### config.mk
export PLATFORM = sky130hd
export DESIGN_NAME = scr1_dmi_chain_ctrl
export DESIGN_NICKNAME = d
export VERILOG_FILES = /design/src/rtl/scr1_dmi_chain_ctrl.sv
export SDC_FILE = /design/constraint.sdc
export NUM_CORES = 1
export LEC_CHECK = 0
export CAP_MARGIN = 10
export CORE_MARGIN = 3
export CORE_UTILIZATION = 30
export DETAILED_ROUTE_END_ITERATION = 10
export PLACE_DENSITY = 0.53
export SLEW_MARGIN = 20
export SYNTH_ARGS = -nofsm -noshare
export SYNTH_HDL_FRONTEND = slang
export SYNTH_SLANG_ARGS = --single-unit
export TNS_END_PERCENT = 50
### constraint.sdc
create_clock -name clk -period 2.1 [get_ports clk]
set_clock_uncertainty 0.2 [all_clocks]
set_input_delay 0.42 -clock clk [delete_from_list [all_inputs] [get_ports clk]]
set_output_delay 0.42 -clock clk [all_outputs]
set_load 0.01 [all_outputs]
### src/rtl/scr1_dmi_chain_ctrl.sv
// DTM scan-chain back end in the clk domain: DTMCS / DMI-access data registers plus the DM req/resp handshake.
// Optional request timeout is enabled by defining SCR1_DMI_CHAIN_TIMEOUT_EN.
//
// state   | meaning
// --------+-----------------------------------------------
// ST_IDLE | no DM transaction outstanding
// ST_REQ  | dmi_req_o held high with a stable payload until dmi_resp_i
module scr1_dmi_chain_ctrl #(
   parameter int CH_ID_W     = 2,
   parameter int ABITS       = 7,
   parameter int DATA_W      = 32,
   parameter int TIMEOUT_CYC = 1024
) (
   input  logic                clk,
   input  logic                tapc_trst_n,
   input  logic                ch_sel_i,
   input  logic [CH_ID_W-1:0]  ch_id_i,
   input  logic                ch_capture_i,
   input  logic                ch_shift_i,
   input  logic                ch_update_i,
   input  logic                ch_tdi_i,
   output logic                ch_tdo_o,
   output logic                dmi_req_o,
   output logic                dmi_wr_o,
   output logic [ABITS-1:0]    dmi_addr_o,
   output logic [DATA_W-1:0]   dmi_wdata_o,
   input  logic                dmi_resp_i,
   input  logic [DATA_W-1:0]   dmi_rdata_i
);

   localparam int SR_W = ABITS + DATA_W + 2;

   typedef enum logic {ST_IDLE, ST_REQ} state_t;

   state_t              state;
   logic [SR_W-1:0]     sr;
   logic [ABITS-1:0]    last_addr;
   logic [DATA_W-1:0]   last_rdata;
   logic                sticky;
   logic                to_flag;

`ifdef SCR1_DMI_CHAIN_TIMEOUT_EN
   localparam int CNT_W = (TIMEOUT_CYC > 1) ? $clog2(TIMEOUT_CYC) : 1;
   logic [CNT_W-1:0]    to_cnt;
`else
   assign to_flag = 1'b0;
`endif

   logic                id_dtmcs;
   logic                id_dmi;
   logic                ch_act;
   logic                busy;
   logic [1:0]          dmistat;
   logic [1:0]          cap_op;
   logic [31:0]         dtmcs;
   logic [1:0]          upd_op;
   logic [DATA_W-1:0]   upd_data;
   logic [ABITS-1:0]    upd_addr;

   assign id_dtmcs = (ch_id_i == CH_ID_W'(1));
   assign id_dmi   = (ch_id_i == CH_ID_W'(2));
   assign ch_act   = ch_sel_i & (id_dtmcs | id_dmi);
   assign busy     = (state == ST_REQ);
   assign ch_tdo_o = ch_sel_i ? sr[0] : 1'b0;

   assign dmistat = sticky ? 2'd3 : (to_flag ? 2'd2 : 2'd0);
   assign cap_op  = (sticky | busy) ? 2'd3 : (to_flag ? 2'd2 : 2'd0);
   assign dtmcs   = {14'b0, 2'b0, 1'b0, 3'd1, dmistat, 6'(ABITS), 4'd1};

   assign upd_op   = sr[1:0];
   assign upd_data = sr[DATA_W+1:2];
   assign upd_addr = sr[SR_W-1:DATA_W+2];

   always_ff @(posedge clk or negedge tapc_trst_n) begin
      if (!tapc_trst_n) begin
         state       <= ST_IDLE;
         sr          <= '0;
         last_addr   <= '0;
         last_rdata  <= '0;
         sticky      <= 1'b0;
         dmi_req_o   <= 1'b0;
         dmi_wr_o    <= 1'b0;
         dmi_addr_o  <= '0;
         dmi_wdata_o <= '0;
`ifdef SCR1_DMI_CHAIN_TIMEOUT_EN
         to_flag     <= 1'b0;
         to_cnt      <= '0;
`endif
      end else begin
         // DM side first; a same-cycle update still observes the pre-response busy state
         if (busy && dmi_resp_i) begin
            state     <= ST_IDLE;
            dmi_req_o <= 1'b0;
            if (!dmi_wr_o)
               last_rdata <= dmi_rdata_i;
         end
`ifdef SCR1_DMI_CHAIN_TIMEOUT_EN
         else if (busy) begin
            if (to_cnt == CNT_W'(TIMEOUT_CYC - 1)) begin
               state     <= ST_IDLE;
               dmi_req_o <= 1'b0;
               to_flag   <= 1'b1;
            end else begin
               to_cnt <= to_cnt + 1'b1;
            end
         end
`endif

         if (ch_act && ch_update_i) begin
            if (id_dmi) begin
               if (upd_op == 2'd1 || upd_op == 2'd2) begin
                  if (busy) begin
                     sticky <= 1'b1;
                  end else if (!sticky) begin
                     state       <= ST_REQ;
                     dmi_req_o   <= 1'b1;
                     dmi_wr_o    <= (upd_op == 2'd2);
                     dmi_addr_o  <= upd_addr;
                     dmi_wdata_o <= upd_data;
                     last_addr   <= upd_addr;
`ifdef SCR1_DMI_CHAIN_TIMEOUT_EN
                     to_cnt      <= '0;
`endif
                  end
               end
            end else begin
               if (sr[16] || sr[17]) begin
                  sticky <= 1'b0;
`ifdef SCR1_DMI_CHAIN_TIMEOUT_EN
                  to_flag <= 1'b0;
`endif
               end
               // hard reset abandons the transaction; a late response then lands in IDLE and is dropped
               if (sr[17] && busy) begin
                  state     <= ST_IDLE;
                  dmi_req_o <= 1'b0;
               end
            end
         end else if (ch_act && ch_capture_i) begin
            if (id_dmi) begin
               sr <= {last_addr, last_rdata, cap_op};
               if (busy)
                  sticky <= 1'b1;
            end else begin
               sr <= SR_W'(dtmcs);
            end
         end else if (ch_act && ch_shift_i) begin
            if (id_dmi)
               sr <= {ch_tdi_i, sr[SR_W-1:1]};
            else
               sr[31:0] <= {ch_tdi_i, sr[31:1]};
         end
      end
   end

endmodule

# After elaboration in Yosys (flattened, before gate mapping)
# Cells that the tools add are included.
dict set report op_classes {
  n_eq_ne 5
  n_reduce_logical 17
  bitwise_logic 7
  muxes 29
}
# op count
set ops {}
lappend ops {{41-bit two-way mux} 3}
lappend ops {{32-bit two-way mux} 1}
lappend ops {{1-bit two-way mux} 22}
lappend ops {{2-bit nonzero test} 5}
lappend ops {{9-bit two-way mux} 1}
lappend ops {{1-bit logical AND} 5}
lappend ops {{5-bit AND reduction} 1}
lappend ops {{2-bit by 1-bit equality test with 1-bit output (second input constant)} 2}
lappend ops {{2-bit equality test (second input constant)} 2}
lappend ops {{2-bit two-way mux} 2}
lappend ops {{1-bit NOT} 4}
lappend ops {{2-bit AND reduction} 2}
lappend ops {{4-bit AND reduction} 1}
lappend ops {{3-bit by 2-bit inequality test with 1-bit output (second input constant)} 1}
lappend ops {{3-bit AND reduction} 1}
lappend ops {{1-bit logical OR} 2}
lappend ops {{1-bit bitwise OR} 2}
lappend ops {{1-bit AND} 1}
dict set report totals {
  output_inout_bits 42
  wordCells 67
  regBits 116
  input_bits 42
}

# Logic depth before layout (Yosys ltp)
dict set report logic_depth {
  word_depth 7
  ltp_mapped 8
  depth_no_buf 5
}

# Worst setup path before layout
# OpenSTA, ideal clock, no wires.
dict set report synth_path {
  path_kind {input-to-reg}
  from {input ch_id_i[0]}
  to {register sr[11]}
  required_time_ns 1.775
  slack_ns -0.023
  cell_stages 7
  setup_time_ns 0.125
  path_buffers 2
  arrival_ns 1.799
  path_cell_list {inv_1 ha_1 and3b_1 buf_2 buf_6 mux2_2 mux2_2}
}
dict set report synth_between {
  elab_chain_len 6
  elab_cells_between_ends 12
  classes_between {eq/ne: 2; mux: 2; bitwise: 3; reduce/logical: 5}
}
# item line_no
set synth_lines {}
lappend synth_lines {{from (decl)} 17} ;# input logic [CH_ID_W-1:0] ch_id_i,
lappend synth_lines {{2-bit by 1-bit equality test with 1-bit output or 2-bit equality test (tied branches)} {60, 61}}
lappend synth_lines {{1-bit bitwise OR} 62} ;# assign ch_act = ch_sel_i & (id_dtmcs | id_dmi);
lappend synth_lines {{1-bit AND} 62}
lappend synth_lines {{1-bit logical AND, on equally long branches} {139, 109, 147}}
lappend synth_lines {{2-bit nonzero test (no line) or 1-bit NOT (tied branches)} -}
lappend synth_lines {{2-bit AND reduction (no line)} -}
lappend synth_lines {{to (signal assigned)} 141} ;# sr <= {last_addr, last_rdata, cap_op};
lappend synth_lines {{to (signal assigned)} 145} ;# sr <= SR_W'(dtmcs);
lappend synth_lines {{to (signal assigned)} 149} ;# sr <= {ch_tdi_i, sr[SR_W-1:1]};
lappend synth_lines {{to (decl)} 36} ;# logic [SR_W-1:0] sr;
# Parallel ways exist; a longest one is shown, timed or not.
# A chain may end at the register's enable or synchronous reset.

# Final worst setup path
dict set report layout_path {
  from {register sr[0]}
  to {register last_addr[1]}
}
dict set report layout_between {
  elab_chain_len 3
  elab_cells_between_ends 4
  classes_between {eq/ne: 2; reduce/logical: 2}
}
# item line_no
set layout_lines {}
lappend layout_lines {{2-bit by 1-bit equality test with 1-bit output or 2-bit equality test (tied branches)} 111} ;# if (upd_op == 2'd1 || upd_op == 2'd2) begin
lappend layout_lines {{1-bit logical OR *} 111}
lappend layout_lines {{5-bit AND reduction (no line) *} -}
lappend layout_lines {{to (signal assigned)} 120} ;# last_addr <= upd_addr;
lappend layout_lines {{to (decl)} 37} ;# logic [ABITS-1:0] last_addr;
# Every way passes the cells marked *; elsewhere a longest branch is shown, timed or not.

==> flow_summary.toml <==
[global_route]
grt_overflow = 0
grt_pass1_vias = 3618
grt_usage_pct = 12.41
grt_max_degree = 117
antenna_found_initial = 0
grt_pass1_wl_um = 19150

[synth]
yosys_register_bits = 116
synth_top_area_share_pct = 53.75
synth_warnings = 0
synth_compound_area_share_pct = 0.9036
netlist_area_sq_um = 5400
ys_types = 27
yosys-top-cells-area = "dfrtp_1 54%, mux2_2 13%, mux2_4 11%"
syn_area_per_cell_sq_um = 14.29
yosysMostFrequentCell = "dfrtp_1"
synth_area_leader_cell = "dfrtp_1"
ys_seq_area_share_pct = 53.75
syn_nets = 422
postSynthCellCount = 378
synth_edf_count = 0
synthFlopType = "dfrtp_1"
synth-simple-area-share_pct = 5.908
synth_top_family_by_area = "multiplexers"
async_flop_share_pct = 100.0
synth_adder_area_share_pct = 0.4634
synth_xor_area_share_pct = 0
synthMuxAreaShare_pct = 34.31
ys_top_cells_by_count = "116 x dfrtp_1, 61 x mux2_2, 55 x mux2i_1"

[critical_path]
crit_fanout = 7
critical_path_class = "flop to flop"
arrival_ps = 2100
worstSetupEndpointType = "flop"
start_kind = "flop"
worstPathRequired_ps = 2190

[clock_tree]
clock_path_buffers = 2
cts-htree-levels = 4
insertion_delay_ps = 410
root_buffer = "clkbuf_16"
cts.sinks = 116
numCtsBuffers = 17
cts_tree = "yes"
clk_pin_slew_ps = 50

[drt]
ant_nets = 0
viasPerCell = 4.373
firstDrtPassIters = 4
vias = 3192
wire_per_inst_um = 16.14
remaining_drc_errors = 0
drt_wl_total_um = 11780
drt_iter0_markers = 134

[timing]
hold_violations = 0
timing.slew.headroom_pct = 56.25
period_minus_slack_ps = 2014
fmax_mhz = 496.5
rsz0062_at_grt = "no"
drv_slew = 0
fin_hold_ws_ps = 298.0
setup-violations-final = 0
tightestPinTransition_ps = 656.3
period_share_pct = 95.90

[power]
p_leak_nw = 3.432
vdd_drop_max_uv = 714.8
power_density_nw_per_um2 = 1260

[floorplan]
initial_core_util_pct = 30.90
io_pins = 84
rows = 48
fp.dieArea_sq_um = 19650
core_area_sq_um = 17480
die_h_um = 140.2
die-width_um = 140.2

[placed_design]
routabilityCongestion = 0.7217
portBuffers = 83
hpwl_um = 7760

[run]
max-cap-violations = 0

[final_layout]
utilization_pct = 42.35
diodes = 0
drive_gt1_share_pct = 35.45
final_net_count = 539
synthToLayoutAreaGrowth_pct = 37.05

[run_status]
status = "finished clean"

[worst_hold_path]
holdCritPathClass = "flop to flop"
## report_power, final
group	internal [W]	total (W)	switching (W)
clock network	0.00159	0.00253	0.000938
registers	0.00322	0.00390	0.000677
logic	0.00192	0.00290	0.000977
total	0.00674	0.00933	0.00259
## cell families (layout without fill, tap and decap cells)
family,Yosys count,in the layout
DFF,116,116
buffers and inverters,42,169
adders and majority gates,2,2
and+or+nand+nor,53,53
AOI/OAI and AO/OA,8,8
muxes,157,157
## flip-flops by register name, indices dropped and copies added, names as in the netlist
name and count:
sr 41, dmi_wr_o 1, last_addr 7, busy 1, dmi_wdata_o 32, dmi_req_o 1, sticky 1, last_rdata 32
## layer usage
layer | part of all wire [%] | global-route usage [%]
met5 | 0 | 0
met4 | 1.1 | 3.468
met3 | 4.2 | 4.882
met2 | 48 | 19.41
met1 | 47 | 16.07
## stage by stage
step	std cells	setup TNS (ps)	cell area, sq um	power [W]	setup slack (ps)
6_report	730	0	7401	0.009327	86.06
5_1_grt	730	0	7401	0.009907	20.83
4_1_cts	726	-16.03	7315	0.009402	-16.03
3_5_place_dp	693	-34390	6683	0.006768	-503.2
3_3_place_gp	693	-33930	6683	0.006685	-471.5
2_1_floorplan	378	0	5416	0.005388	5.839
## cell type report
| type | instances | area, sq um |
|---|---|---|
| Multi-Input combinational cell | 220 | 2295 |
| Fill cell | 1586 | 10080 |
| Timing Repair Buffer | 119 | 1325 |
| Inverter | 21 | 78.83 |
| Clock inverter | 6 | 30.03 |
| Sequential cell | 116 | 2903 |
| Tap cell | 225 | 281.5 |
| Clock buffer | 23 | 488.0 |
## critical path, cell delays in order (launching register included)
cell       delay [ps]
dfrtp_1           390
inv_2              80
ha_4              210
nor4b_4           320
nand2_4           180
clkbuf_16         210
mux2_4            290
## cells in the final DEF, fill, tap and decap left out, types with 2 or more instances in the layout
cell type        count
clkinv_2             6
buf_12              11
nand2b_1             4
dfrtp_1            116
and2_1              15
clkbuf_1             2
clkbuf_16           19
dlygate4sd2_1        2
clkbuf_8             4
inv_2                2
mux2i_1             54
mux2_2              61
o21ai_0              3
inv_1               19
mux2_4              41
clkdlybuf4s50_1     78
a21oi_1              3
nand2_1             21
nor2_1               2
nor3_4               2
dlymetal6s2s_1       2
ha_4                 2
buf_4               20
## timing repair
action	4_1_cts	5_1_grt
setup buffers	1	2
hold endpoints to repair	116	0
resized for setup	6	8
setup endpoints to repair	20	67
hold buffers	1	0
gates cloned	2	2
pin swaps	0	3
## final timing paths
path | from | end | slack [ps] | depth (start not counted)
max in group asynchronous | tapc_trst_n | last_rdata[15] | 760 | 3
worst max-delay path | sr[0] | last_addr[1] | 90 | 6
worst max register to register | sr[0] | last_addr[1] | 90 | 6
min in group asynchronous | tapc_trst_n | dmi_wdata_o[5] | 430 | 3
worst min-delay path | sr[15] | dmi_wdata_o[13] | 300 | 1
worst min register to register | sr[15] | dmi_wdata_o[13] | 300 | 1
Power figures use the tool's default switching activity.
